**config.mk**
```make
export PLATFORM = sky130hd
export DESIGN_NAME = lc3_datapath_gen
export DESIGN_NICKNAME = d
export VERILOG_FILES = /design/src/rtl/lc3_pkg.sv /design/src/rtl/lc3_regfile.sv /design/src/rtl/lc3_datapath_gen.sv
export SDC_FILE = /design/constraint.sdc
export NUM_CORES = 1
export LEC_CHECK = 0
export CORE_ASPECT_RATIO = 1.2
export CORE_MARGIN = 10
export CORE_UTILIZATION = 49
export DETAILED_ROUTE_END_ITERATION = 8
export DONT_BUFFER_PORTS = 1
export PLACE_DENSITY = 0.72
export SYNTH_ARGS = -nofsm -noshare
export SYNTH_HDL_FRONTEND = slang
export SYNTH_SLANG_ARGS = --single-unit
```
**constraint.sdc**
```tcl
create_clock -name Clk -period 6.45 [get_ports Clk]
set_input_delay 1.29 -clock Clk [delete_from_list [all_inputs] [get_ports Clk]]
set_output_delay 1.29 -clock Clk [all_outputs]
set_load 0.005 [all_outputs]
```
**src/rtl/lc3_pkg.sv**
```systemverilog
// Shared types and constants for the LC-3 datapath slice.
package lc3_pkg;

   typedef enum logic [1:0] {
      PC_INC   = 2'b00,
      PC_BUS   = 2'b01,
      PC_ADDER = 2'b10,
      PC_HOLD  = 2'b11
   } pcmux_t;

   typedef enum logic [1:0] {
      A2_ZERO  = 2'b00,
      A2_OFF6  = 2'b01,
      A2_OFF9  = 2'b10,
      A2_OFF11 = 2'b11
   } addr2mux_t;

   typedef enum logic [1:0] {
      ALU_ADD  = 2'b00,
      ALU_AND  = 2'b01,
      ALU_NOT  = 2'b10,
      ALU_PASS = 2'b11
   } aluk_t;

   typedef enum logic [1:0] {
      MS_IDLE    = 2'b00,
      MS_RD_WAIT = 2'b01,
      MS_WR_WAIT = 2'b10
   } mem_state_t;

   localparam logic [2:0] CC_RESET = 3'b010;
   localparam int         R7_IDX   = 7;

endpackage

```
**src/rtl/lc3_regfile.sv**
```systemverilog
// LC-3 register file: one synchronous write port, two asynchronous read ports.
// A read of the register being written returns the pre-edge value.
module lc3_regfile #(
   parameter int W    = 16,
   parameter int NREG = 8,
   parameter int AW   = 3
) (
   input  logic          clk,
   input  logic          rst_n,
   input  logic          we_i,
   input  logic [AW-1:0] waddr_i,
   input  logic [W-1:0]  wdata_i,
   input  logic [AW-1:0] raddr1_i,
   input  logic [AW-1:0] raddr2_i,
   output logic [W-1:0]  rdata1_o,
   output logic [W-1:0]  rdata2_o
);

   logic [W-1:0] regs_q [NREG];

   always_ff @(posedge clk or negedge rst_n) begin
      if (!rst_n) begin
         for (int i = 0; i < NREG; i++) regs_q[i] <= '0;
      end else if (we_i) begin
         regs_q[waddr_i] <= wdata_i;
      end
   end

   assign rdata1_o = regs_q[raddr1_i];
   assign rdata2_o = regs_q[raddr2_i];

endmodule

```
**src/rtl/lc3_datapath_gen.sv**
```systemverilog
// Parametrised LC-3 datapath with a shared gated bus and a wait-state memory handshake.
// Build option: DATAPATH_BUS_CHECK_EN (OR-ed bus plus sticky bus_err on gate contention).
//
// state      | meaning
// MS_IDLE    | no memory transaction; accepts mem_rd / mem_wr pulses
// MS_RD_WAIT | read outstanding; mem_ce=1, waiting for mem_ack to capture mem_rdata
// MS_WR_WAIT | write outstanding; mem_ce=mem_we=1, waiting for mem_ack
module lc3_datapath_gen
   import lc3_pkg::*;
#(
   parameter int W    = 16,
   parameter int NREG = 8
) (
   input  logic         Clk,
   input  logic         Reset_n,
   input  logic         LD_MAR,
   input  logic         LD_MDR,
   input  logic         LD_IR,
   input  logic         LD_BEN,
   input  logic         LD_CC,
   input  logic         LD_REG,
   input  logic         LD_PC,
   input  logic         GatePC,
   input  logic         GateMDR,
   input  logic         GateALU,
   input  logic         GateMARMUX,
   input  logic [1:0]   PCMUX,
   input  logic         DRMUX,
   input  logic         SR1MUX,
   input  logic         SR2MUX,
   input  logic         ADDR1MUX,
   input  logic [1:0]   ADDR2MUX,
   input  logic [1:0]   ALUK,
   input  logic         MIO_EN,
   input  logic         mem_rd,
   input  logic         mem_wr,
   input  logic         mem_ack,
   input  logic [W-1:0] mem_rdata,
   output logic         mem_ce,
   output logic         mem_we,
   output logic [W-1:0] mem_addr,
   output logic [W-1:0] mem_wdata,
   output logic         mem_busy,
   output logic         BEN,
   output logic [W-1:0] MAR,
   output logic [W-1:0] MDR,
   output logic [W-1:0] IR,
   output logic [W-1:0] PC,
   output logic         bus_err
);

   localparam int AW = (NREG > 1) ? $clog2(NREG) : 1;
   localparam logic [AW-1:0] R7_A = AW'(R7_IDX);

   logic [W-1:0] pc_q, pc_d, mar_q, mar_d, mdr_q, mdr_d, ir_q, ir_d;
   logic [2:0]   cc_q, cc_d;
   logic         ben_q, ben_d;
   mem_state_t   state_q, state_d;

   logic [W-1:0] bus, alu_out, adder_out, addr1, addr2, sr2_val;
   logic [W-1:0] sr1_rd, sr2_rd;
   logic [W-1:0] imm5, off6, off9, off11;
   logic [AW-1:0] dr_a, sr1_a, sr2_a;
   logic         rd_done;
   logic         bus_n, bus_z;
   logic         unused_ir;

   assign imm5  = {{(W-5){ir_q[4]}},   ir_q[4:0]};
   assign off6  = {{(W-6){ir_q[5]}},   ir_q[5:0]};
   assign off9  = {{(W-9){ir_q[8]}},   ir_q[8:0]};
   assign off11 = {{(W-11){ir_q[10]}}, ir_q[10:0]};
   assign unused_ir = ^ir_q;

   assign dr_a  = DRMUX  ? R7_A : ir_q[9 +: AW];
   assign sr1_a = SR1MUX ? ir_q[6 +: AW] : ir_q[9 +: AW];
   assign sr2_a = ir_q[0 +: AW];

   lc3_regfile #(.W(W), .NREG(NREG), .AW(AW)) u_regfile (
      .clk      (Clk),
      .rst_n    (Reset_n),
      .we_i     (LD_REG),
      .waddr_i  (dr_a),
      .wdata_i  (bus),
      .raddr1_i (sr1_a),
      .raddr2_i (sr2_a),
      .rdata1_o (sr1_rd),
      .rdata2_o (sr2_rd)
   );

   assign sr2_val = SR2MUX ? imm5 : sr2_rd;
   assign addr1   = ADDR1MUX ? sr1_rd : pc_q;

   always_comb begin
      addr2 = '0;
      case (addr2mux_t'(ADDR2MUX))
         A2_ZERO:  addr2 = '0;
         A2_OFF6:  addr2 = off6;
         A2_OFF9:  addr2 = off9;
         A2_OFF11: addr2 = off11;
         default:  addr2 = '0;
      endcase
   end

   assign adder_out = addr1 + addr2;

   always_comb begin
      alu_out = sr1_rd;
      case (aluk_t'(ALUK))
         ALU_ADD:  alu_out = sr1_rd + sr2_val;
         ALU_AND:  alu_out = sr1_rd & sr2_val;
         ALU_NOT:  alu_out = ~sr1_rd;
         ALU_PASS: alu_out = sr1_rd;
         default:  alu_out = sr1_rd;
      endcase
   end

`ifdef DATAPATH_BUS_CHECK_EN
   logic bus_err_q, bus_err_d;

   assign bus = ({W{GatePC}}     & pc_q)
              | ({W{GateMDR}}    & mdr_q)
              | ({W{GateALU}}    & alu_out)
              | ({W{GateMARMUX}} & adder_out);

   assign bus_err_d = bus_err_q
                    | ($countones({GatePC, GateMDR, GateALU, GateMARMUX}) > 1);

   always_ff @(posedge Clk or negedge Reset_n) begin
      if (!Reset_n) bus_err_q <= 1'b0;
      else          bus_err_q <= bus_err_d;
   end

   assign bus_err = bus_err_q;
`else
   always_comb begin
      bus = '0;
      if (GatePC)          bus = pc_q;
      else if (GateMDR)    bus = mdr_q;
      else if (GateALU)    bus = alu_out;
      else if (GateMARMUX) bus = adder_out;
   end

   assign bus_err = 1'b0;
`endif

   always_comb begin
      state_d = state_q;
      mem_ce  = 1'b0;
      mem_we  = 1'b0;
      case (state_q)
         MS_IDLE: begin
            if (mem_rd)      state_d = MS_RD_WAIT;
            else if (mem_wr) state_d = MS_WR_WAIT;
         end
         MS_RD_WAIT: begin
            mem_ce = 1'b1;
            if (mem_ack) state_d = MS_IDLE;
         end
         MS_WR_WAIT: begin
            mem_ce = 1'b1;
            mem_we = 1'b1;
            if (mem_ack) state_d = MS_IDLE;
         end
         default: state_d = MS_IDLE;
      endcase
   end

   assign rd_done = (state_q == MS_RD_WAIT) && mem_ack;

   // Read completion beats a same-cycle bus load of MDR.
   always_comb begin
      mdr_d = mdr_q;
      if (rd_done && (MIO_EN || LD_MDR)) mdr_d = mem_rdata;
      else if (LD_MDR && !MIO_EN)        mdr_d = bus;
   end

   always_comb begin
      pc_d = pc_q;
      if (LD_PC) begin
         case (pcmux_t'(PCMUX))
            PC_INC:   pc_d = pc_q + W'(1);
            PC_BUS:   pc_d = bus;
            PC_ADDER: pc_d = adder_out;
            PC_HOLD:  pc_d = pc_q;
            default:  pc_d = pc_q;
         endcase
      end
   end

   assign bus_n = bus[W-1];
   assign bus_z = (bus == '0);
   assign cc_d  = LD_CC  ? {bus_n, bus_z, !bus_n && !bus_z} : cc_q;
   assign ben_d = LD_BEN ? |(ir_q[11:9] & cc_q) : ben_q;
   assign mar_d = LD_MAR ? bus : mar_q;
   assign ir_d  = LD_IR  ? bus : ir_q;

   always_ff @(posedge Clk or negedge Reset_n) begin
      if (!Reset_n) begin
         pc_q    <= '0;
         mar_q   <= '0;
         mdr_q   <= '0;
         ir_q    <= '0;
         cc_q    <= CC_RESET;
         ben_q   <= 1'b0;
         state_q <= MS_IDLE;
      end else begin
         pc_q    <= pc_d;
         mar_q   <= mar_d;
         mdr_q   <= mdr_d;
         ir_q    <= ir_d;
         cc_q    <= cc_d;
         ben_q   <= ben_d;
         state_q <= state_d;
      end
   end

   assign mem_busy  = (state_q != MS_IDLE);
   assign mem_addr  = mar_q;
   assign mem_wdata = mdr_q;
   assign BEN       = ben_q;
   assign MAR       = mar_q;
   assign MDR       = mdr_q;
   assign IR        = ir_q;
   assign PC        = pc_q;

endmodule

```
==> results of run 1 <==
-- cell usage after synthesis (all sizes together) (6+ instances only) --
| master | number |
|---|---|
| o21a | 9 |
| nand2b | 17 |
| o211ai | 10 |
| clkbuf | 76 |
| mux2 | 116 |
| and3 | 9 |
| a21o | 17 |
| nor2 | 104 |
| buf | 63 |
| a31oi | 20 |
| ha | 38 |
| nor3 | 8 |
| or3 | 7 |
| o21ai | 103 |
| o22a | 9 |
| o22ai | 30 |
| xor2 | 9 |
| nand2 | 129 |
| dfrtp | 197 |
| mux4 | 32 |
| inv | 53 |
| a32oi | 7 |
| mux2i | 46 |
| a221oi | 19 |
| a21oi | 123 |
| a211oi | 24 |
| a21boi | 6 |
| a22oi | 9 |
| a222oi | 12 |
| nand3 | 20 |
| nor2b | 28 |
| o221ai | 6 |
| xnor2 | 18 |
-- layer usage --
| layer | part of all wire (%) | routed length, um |
|---|---|---|
| met1 | 38 | 17900 |
| met2 | 48 | 22500 |
| met3 | 9.5 | 4510 |
| met4 | 5.2 | 2490 |
| met5 | 0 | 0 |
-- power by group through the flow --
stage               registers [uW]  clock network (uW)  logic, uW
global placement              2600                   0       4300
floorplan                     2210                   0       3390
finish                        2610                1150       4460
global route                  2690                1200       4800
detailed placement            2620                   0       4340
CTS                           2600                1160       4370
-- sequential cells by signal, summed over array words and instances (netlist names) --
name,count
cc_q,3
IR,16
PC,16
BEN,1
MDR,16
MAR,16
u_regfile.regs_q,128
state_q,2
-- layout make-up --
cell class                      count  area (sq um)
Timing Repair Buffer               54           405
Tap cell                          340           425
Clock inverter                     12           178
Sequential cell                   198          4960
Multi-Input combinational cell   1050          7690
Clock buffer                       19           433
Inverter                           53           199
Fill cell                        2430         12900
-- through the flow --
stage / instances / setup WS [ns]
2_1_floorplan: 1440 / 0.723
3_3_place_gp: 1695 / 0.292
3_5_place_dp: 1695 / 0.214
4_1_cts: 1726 / 0.677
5_1_grt: 1726 / 0.371
6_report: 1726 / 0.581
-- kinds of logic after synthesis --
| kind of cell | synth area share (%) |
|---|---|
| compound gates | 21.2 |
| xor+xnor | 1.75 |
| fa+ha+maj | 3.81 |
| buf+inv | 6.69 |
| flops | 36.6 |
| mux | 18.4 |
| other cells | 0.0277 |
| simple gates | 11.5 |
-- critical path, stage by stage --
cell and delay [ns]:
mux2_4 0.38, buf_4 0.34, mux2i_1 0.22, a32oi_1 0.06, o21ai_1 0.19, inv_1 0.10
mux2_2 0.27, ha_1 0.38, and3_1 0.19, a221oi_2 0.49, o21ai_1 0.19, a21oi_1 0.22
xnor2_1 0.12, a221oi_1 0.31, a31oi_1 0.13, or4_1 0.60, or4_4 0.46, o221a_1 0.22
-- worst min path at each step --
stage                                     from                   end  slack (ns)  depth (start not counted)
after floorplan           u_regfile.regs_q[12]  u_regfile.regs_q[12]        0.46                          2
after global placement                 cc_q[1]               cc_q[1]        0.48                          2
after detailed placement               cc_q[1]               cc_q[1]        0.48                          2
after CTS                              cc_q[1]               cc_q[1]        0.49                          2
after global routing                   Reset_n                 PC[7]        0.52                          0
final                                  cc_q[1]               cc_q[1]        0.49                          2
==> flow_summary.json, run 1 <==
{
  "status": "complete, no violations",
  "grt_max_degree": 199,
  "synth_seq_area_share_pct": 36.6,
  "async_flop_share_pct": 100,
  "die-area_sq_um": 34700,
  "worstPathRequired_ns": 6.78,
  "drtIter0Drc": 1257,
  "fmax_mhz": 170,
  "worstHoldPathType": "reg -> reg",
  "cellPowerDensity_nw_per_um2": 575,
  "tns_ns": 0,
  "cts_buffers": 17,
  "rsz0062_at_grt": "false",
  "critPathLaunchType": "input pin",
  "dp_hpwl_um": 34400,
  "grt_pass1_vias": 11302,
  "layout_commonest_cell": "dfrtp_1",
  "synth.net_count": 1523,
  "timing.hold.ws_ns": 0.491,
  "total_power_uw": 8220,
  "synth_area_leaders": "dfrtp_1 36%, mux2_2 9.5%, mux4_2 5.3%, a21oi_1 4.5%, nand2_1 3.6%",
  "setup_viol": 0,
  "crit_type": "in -> reg",
  "crit_path_end": "cc_q[0]",
  "syn_area_sq_um": 13500,
  "max_slew_margin_pct": 16.5,
  "ys_ff_latch": 198,
  "core_area_sq_um": 27200,
  "p_int_uw": 4380,
  "finalCriticalPeriod_ns": 5.87,
  "r2r_slack_ns": 0.72,
  "leakage_uw": 0.00611,
  "areaGrowthSynthToFinish_pct": 5.58,
  "die_y_um": 202,
  "grt_use_met2_pct": 43.4,
  "cts_tree": "built",
  "htreeDepth": 4,
  "cts_root_buf": "clkbuf_16",
  "final_cell_mix": "196 x dfrtp_1, 129 x nand2_1, 123 x a21oi_1",
  "drive_gt1_share_pct": 18.0,
  "drv_slew": 0,
  "syn_area_per_cell_sq_um": 9.40,
  "die_w_um": 172,
  "ioPinCount": 144,
  "firstDrtPassIters": 6,
  "finalInstanceArea_sq_um": 14300,
  "grtUsageMet3_pct": 5.46,
  "use_met1_pct": 32.5,
  "remaining_drc_errors": 0,
  "irDropWorstVdd_mv": 0.209,
  "cp_max_fo": 31,
  "grt_usage_pct": 26.7,
  "clkTransAtPathRegs_ns": 0.07,
  "row_count": 66,
  "p_sw_share_pct": 46.7,
  "port_buffers": 0,
  "hold_viol_final": 0,
  "reg2regPathDepth": 17,
  "finalWirelength_um": 47400,
  "p_seq_share_pct": 31.8,
  "grt_pass1_wl_um": 70600,
  "cts_sinks": 198,
  "grt_most_used_layer": "met2",
  "synth-edff-count": 0,
  "timing.rr.start": "IR[7]",
  "cts_setup_buffers": 0,
  "cp-end-kind": "register",
  "cts_hold_buf": 0,
  "vias_per_cell": 6.87,
  "via_count": 11850,
  "clkLatencyLatePin_ns": 0.45,
  "tightest_slew_ns": 1.25,
  "switching_power_uw": 3840,
  "nets": 1457,
  "antenna_left": 0,
  "crit_start": "SR1MUX",
  "initial_core_util_pct": 49.8,
  "skew_ns": 0.0116,
  "placed_area_sq_um": 13700,
  "synth_top_cell_by_area": "dfrtp_1",
  "r2r_end": "cc_q[0]",
  "yosysTopAreaCellShare_pct": 36.4,
  "combPwrFrac_pct": 54.3,
  "antenna_found_initial": 0,
  "overflow": 0,
  "gp_congestion": 0.966,
  "min_period_over_period_pct": 91.0,
  "avgRoutedWirePerCell_um": 27.5,
  "ys.flop_type": "dfrtp_1",
  "cp.arrival_ns": 6.20,
  "fin_util_pct": 52.6,
  "p_clk_share_pct": 13.9,
  "ctsResizeCount": 0,
  "maxCapViolations": 0,
  "antennaDiodeCount": 0,
  "cts.path.max_buffers": 2,
  "synth.distinct_cells": 81,
  "netlist_instances": 1440,
  "ys_warn_count": 0
}
Note: power is estimated with default switching activity, not from simulation.
==> run 2: changes to the inputs <==
CELL_PAD_IN_SITES_DETAIL_PLACEMENT = 1   (was default)
CELL_PAD_IN_SITES_GLOBAL_PLACEMENT = 2   (was default)
CORE_UTILIZATION = 44   (was 49)
MAX_ROUTING_LAYER = met4   (was default)
PLACE_DENSITY = 0.9   (was 0.72)
SYNTH_HIERARCHICAL = 1   (was default)
==> run 2 against run 1 <==
Power up 9.2%. Synthesized cell count down 17%. Flip-flop and latch count unchanged. Maximum frequency up 3.9%. Global-route usage down 1.9 points. Critical path type unchanged. Critical endpoint unchanged.
==> flow_summary.json, run 2 <==
{
  "synth-edff-count": 0,
  "via_count": 10457,
  "avgRoutedWirePerCell_um": 30.7,
  "grtUsageMet3_pct": 5.14,
  "cp-end-kind": "register",
  "max_slew_margin_pct": 24.0,
  "r2r_end": "cc_q[0]",
  "hold_path_depth": 1,
  "worstHoldPathType": "reg -> reg",
  "irDropWorstVdd_mv": 0.261,
  "drv_slew": 0,
  "core_area_sq_um": 30700,
  "synth_most_common_cell": "mux2_2",
  "cts_sinks": 198,
  "ctsResizeCount": 0,
  "maxCapViolations": 0,
  "top_register": "u_regfile/regs_q",
  "cts_buffers": 17,
  "grt_use_met2_pct": 41.9,
  "cp.arrival_ns": 6.00,
  "crit_type": "in -> reg",
  "synth_compound_area_share_pct": 13.1,
  "grt_usage_pct": 24.8,
  "synth_top_family_by_area": "multiplexers",
  "preCtsSetupSlack_ns": 0.427,
  "synthMuxAreaShare_pct": 31.2,
  "synth-simple-area-share_pct": 8.40,
  "finalCriticalPeriod_ns": 5.65,
  "hp-start": "u_regfile/regs_q[103]",
  "die_w_um": 181,
  "crit_start": "SR1MUX",
  "cellPowerDensity_nw_per_um2": 622,
  "r2r_slack_ns": 1.01,
  "rsz0062_at_grt": "false",
  "crit_path_top_delay_cell": "mux4_1",
  "worstPathRequired_ns": 6.80,
  "die_y_um": 213,
  "ioPinCount": 144,
  "finalWirelength_um": 47500,
  "die-area_sq_um": 38700,
  "clkLatencyLatePin_ns": 0.46,
  "antenna_found_initial": 0,
  "grt_max_degree": 199,
  "grt_most_used_layer": "met2",
  "synthAdderAreaFrac_pct": 3.67,
  "reg2regPathDepth": 15,
  "min_period_over_period_pct": 87.6,
  "syn_area_sq_um": 13700,
  "ys_warn_count": 6,
  "layout_commonest_cell": "mux2_2",
  "synth-xor-area-share_pct": 1.09,
  "initial_core_util_pct": 44.7,
  "ys.flop_type": "dfrtp_1",
  "synth_area_leaders": "dfrtp_1 36%, mux2_2 17%, mux4_1 11%, ha_1 3.4%, buf_4 2.3%",
  "tns_ns": 0,
  "netlist_instances": 1192,
  "leakage_uw": 0.00629,
  "tightest_slew_ns": 1.14,
  "synth_common_cells": "208 x mux2_2, 197 x dfrtp_1, 61 x a21oi_1, 61 x nand2_1, 56 x mux4_1",
  "final_cell_mix": "208 x mux2_2, 196 x dfrtp_1, 61 x nand2_1, 61 x a21oi_1, 56 x mux4_1",
  "htreeDepth": 4,
  "holdPathEnd": "u_regfile/regs_q[103]",
  "synth_top_cell_by_area": "dfrtp_1",
  "async_flop_share_pct": 100,
  "antenna_left": 0,
  "clkTransAtPathRegs_ns": 0.08,
  "timing.rr.start": "IR[0]",
  "drtIter0Drc": 898,
  "vias_per_cell": 6.76,
  "critPathMaxStageDelay_ns": 0.59,
  "yosysTopAreaCellShare_pct": 35.9,
  "grt_pass1_vias": 11000,
  "overflow": 0,
  "cts_tree": "built",
  "setup_viol": 0,
  "grt_pass1_wl_um": 72000,
  "dp_hpwl_um": 33900,
  "firstDrtPassIters": 7,
  "worst_path_most_repeated_cell": "mux2_2",
  "cp_max_fo": 29,
  "areaGrowthSynthToFinish_pct": 5.20,
  "syn_area_per_cell_sq_um": 11.5,
  "cts.path.max_buffers": 2,
  "cts_hold_buf": 0,
  "ys_ff_latch": 198,
  "gp_congestion": 0.985,
  "fmax_mhz": 177,
  "drive_gt1_share_pct": 27.5,
  "use_met1_pct": 28.5,
  "synth.net_count": 1274,
  "nets": 1218,
  "hold_viol_final": 0,
  "synth_seq_area_share_pct": 36.1,
  "critPathLaunchType": "input pin",
  "remaining_drc_errors": 0,
  "cts_root_buf": "clkbuf_16",
  "skew_ns": 0.0230,
  "port_buffers": 0,
  "row_count": 70,
  "cts_setup_buffers": 0,
  "status": "complete, no violations",
  "layout_setup_ws_ns": 0.801,
  "fill_cells": 3265,
  "largest_reg_flops": 128,
  "crit_chain": "mux2_2 -> buf_12 -> mux4_1 -> mux2_2 -> mux2_2 -> ha_1 -> nand2_1 -> a21oi_1 -> a2111oi_2 -> nor3_1 -> mux2i_1 -> a21oi_1 -> or3_1 -> or4_1 -> o211a_1",
  "synth.distinct_cells": 90
}
## run 2: changes by cell type in the layout (fill, tap and decap cells not counted), moves of 51 or more
cell and delta:
nand2_1 -68, mux2_2 +94, nor2_1 -55, mux4_1 +56, o21ai_0 -51, a21oi_1 -62
## run 2: worst max-delay path by stage
stage	to	slack [ns]	cells after the start
CTS	cc_q[0]	0.89	15
finish	cc_q[0]	0.80	15
floorplan	cc_q[0]	1.00	16
detailed placement	cc_q[0]	0.43	15
global route	cc_q[0]	0.63	15
global placement	cc_q[0]	0.50	16
## run 2: power by group
group          switching, uW  internal [uW]
Clock                    532            596
Sequential               751           1810
Combinational           2880           2410
## run 2: through the flow
stage,cell area [sq um],utilization [%],instances,hold WS [ns],total power (uW)
2_1_floorplan,13700,-,1192,0.464,6230
3_3_place_gp,13800,45.1,1513,0.480,7450
3_5_place_dp,13800,45.1,1513,0.511,7690
4_1_cts,14400,47.1,1545,0.523,8890
5_1_grt,14400,47.1,1545,0.522,9500
6_report,14400,47.1,1546,0.522,8970
## run 2: area by class of cell
class | instances | area [sq um] | share of cell area, %
clock inverters | 13 | 159 | 1.10
repair buffers | 30 | 238 | 1.65
flip-flops and latches | 198 | 4960 | 34.4
inverters | 56 | 210 | 1.46
diodes | 1 | 2.50 | 0.0173
multi-input cells | 833 | 7920 | 54.9
clock buffers | 19 | 443 | 3.07
well taps | 396 | 495 | 3.43
## run 2: kinds of logic after synthesis
group | Yosys count
flops | 198
fa+ha+maj | 39
simple gates | 217
mux | 300
compound gates | 259
buf+inv | 161
other cells | 1
xor+xnor | 17
## run 2: critical path, delay by kind of cell
family | cells | cell delay (ns)
simple gates | 4 | 1.35
mux | 5 | 1.75
buf+inv | 1 | 0.25
fa+ha+maj | 1 | 0.39
compound gates | 4 | 0.92
## run 2: per-layer routing
metal  vias to the layer above  wire length [um]
met1                      5522             18600
met3                       100              3090
met4                         0              1720
li1                       4431                 -
met5                         -                 0
met2                       404             24100
==> run 3: changes to the inputs <==
GPL_TIMING_DRIVEN = 0   (was default)
==> run 3 against run 2 <==
The flow now finishes with violations (max-capacitance violations). Sequential share of layout area is 1.1 points lower. Combinational power is 7.4% higher. Power is 3.3% higher. Cell count is 5.3% higher. Core utilization is 1.6 points higher. Flip-flop and latch count stayed put. Sequential power is 2% lower. Largest cell class unchanged. Largest power group unchanged. Highest routed layer unchanged.
==> flow_summary.json, run 3 (synthesis gave the netlist of run 2 again) <==
{
  "leakage_uw": 0.00652,
  "remaining_drc_errors": 0,
  "p_seq_share_pct": 26.9,
  "violations": "max-capacitance violations",
  "crit_type": "in -> reg",
  "timing.hold.ws_ns": 0.507,
  "cp.arrival_ns": 6.59,
  "clkTransAtPathRegs_ns": 0.07,
  "skew_ns": 0.0159,
  "setup_viol": 0,
  "antenna_left": 0,
  "firstDrtPassIters": 9,
  "hold_viol_final": 0,
  "areaGrowthSynthToFinish_pct": 8.67,
  "grt_pass1_vias": 11146,
  "tightest_slew_ns": 1.49,
  "die_y_um": 213,
  "crit_start": "SR1MUX",
  "rsz0062_at_grt": "false",
  "r2r_end": "cc_q[0]",
  "drv_slew": 0,
  "avgRoutedWirePerCell_um": 29.9,
  "maxCapViolations": 1,
  "cts_hold_buf": 0,
  "p_int_uw": 4910,
  "ioPinCount": 144,
  "vias_per_cell": 6.47,
  "crit_chain": "mux2_2 -> buf_1 -> mux4_1 -> mux2_2 -> mux2_2 -> ha_1 -> a21o_1 -> nor3_1 -> a211oi_1 -> o211a_1 -> o211ai_1 -> nand3_2 -> or3_1 -> or4_1 -> o211a_1",
  "drive_gt1_share_pct": 29.8,
  "overflow": 0,
  "clkLatencyLatePin_ns": 0.47,
  "worstPathBufferInverterCount": 1,
  "cts_sinks": 198,
  "worstHoldPathType": "reg -> reg",
  "ctsResizeCount": 0,
  "p_clk_share_pct": 11.9,
  "max_slew_margin_pct": 0.248,
  "core_area_sq_um": 30700,
  "min_period_over_period_pct": 96.7,
  "cp_max_fo": 13,
  "preCtsSetupSlack_ns": -0.263,
  "cpLargestDelayFamily": "simple AND/OR/NAND/NOR gates",
  "finalInstanceArea_sq_um": 14900,
  "grt_pass1_wl_um": 73000,
  "row_count": 70,
  "p_sw_share_pct": 47.0,
  "finalCriticalPeriod_ns": 6.24,
  "htreeDepth": 4,
  "timing.rr.start": "IR[8]",
  "fmax_mhz": 160,
  "worstPathRequired_ns": 6.80,
  "crit_path_end": "cc_q[0]",
  "grt_usage_pct": 25.2,
  "cts_root_buf": "clkbuf_16",
  "crit_cells": 15,
  "cellPowerDensity_nw_per_um2": 622,
  "critPathLaunchType": "input pin",
  "layout_commonest_cell": "mux2_2",
  "irDropWorstVdd_mv": 0.288,
  "grt_max_degree": 199,
  "final_cell_mix": "208 x mux2_2, 197 x dfrtp_1, 61 x nand2_1",
  "critPathMaxStageDelay_ns": 0.63,
  "total_power_uw": 9270,
  "port_buffers": 0,
  "gp_congestion": 0.953,
  "reg2regPathDepth": 15,
  "die-area_sq_um": 38700,
  "dp_hpwl_um": 36200,
  "cp-end-kind": "register",
  "combPwrFrac_pct": 61.1,
  "switching_power_uw": 4360,
  "antenna_found_initial": 3,
  "cts.path.max_buffers": 2,
  "initial_core_util_pct": 44.7,
  "layout_setup_ws_ns": 0.214,
  "placed_area_sq_um": 14300,
  "cts_setup_buffers": 0,
  "worst_path_most_repeated_cell": "mux2_2",
  "r2r_slack_ns": 0.50,
  "finalWirelength_um": 48700,
  "die_w_um": 181,
  "cts_buffers": 17,
  "top_register": "u_regfile/regs_q",
  "via_count": 10526,
  "status": "finished with violations",
  "largest_reg_flops": 128,
  "cts_tree": "built",
  "nets": 1298,
  "drtIter0Drc": 813,
  "crit_path_top_delay_cell": "buf_1"
}
==> run 3: changes by cell type in the layout (fill, tap and decap cells not counted), sizes merged <==
cell,before,now
buf,30,82
clkbuf,19,45
clkinv,1,7
clkinvlp,3,1
diode,1,3
bufinv,2,1
inv,63,62
==> run 3: worst min-delay path, stage by stage, from the launching register on <==
cell and delay [ns]:
dfstp_2 0.38, inv_1 0.04, o22ai_1 0.08
==> run 3: per-layer routing <==
layer  global-route usage (%)  wire (um)
met5                        -          0
met4                     8.73       1300
met3                     3.71       2470
met2                     44.0      25400
met1                     29.2      19500
==> run 3: through the flow <==
step / instances / utilization, % / setup TNS [ns]
final: 1628 / 48.6 / 0
after detailed placement: 1592 / 46.6 / -1.11
after global routing: 1628 / 48.6 / 0
after floorplan: 1192 / - / 0
after CTS: 1624 / 48.6 / 0
after global placement: 1588 / 46.4 / -24.62
==> run 3: final cells by class <==
class                           instances  area (sq um)
Antenna cell                            3          7.51
Buffer                                105           662
Clock buffer                           17           425
Clock inverter                         15           169
Fill cell                            3239         15800
Inverter                               56           210
Multi-Input combinational cell        833          7920
Sequential cell                       198          4960
Tap cell                              396           495
Timing Repair Buffer                    5          56.3
==> run 3: power by group through the flow <==
stage / logic [uW] / clock network (uW) / registers (uW)
global placement: 5310 / 0 / 2420
floorplan: 4060 / 0 / 2170
CTS: 5590 / 1120 / 2490
global route: 6030 / 1170 / 2570
finish: 5670 / 1110 / 2500
detailed placement: 5520 / 0 / 2500
==> run 3: worst min-delay path by stage <==
| stage | from | end | slack (ns) | depth (start not counted) |
|---|---|---|---|---|
| after floorplan | cc_q[1] | cc_q[1] | 0.46 | 2 |
| after global placement | cc_q[1] | cc_q[1] | 0.47 | 2 |
| after detailed placement | cc_q[1] | cc_q[1] | 0.50 | 2 |
| after CTS | Reset_n | PC[10] | 0.51 | 0 |
| after global routing | Reset_n | PC[10] | 0.51 | 0 |
| final | cc_q[1] | cc_q[1] | 0.51 | 2 |
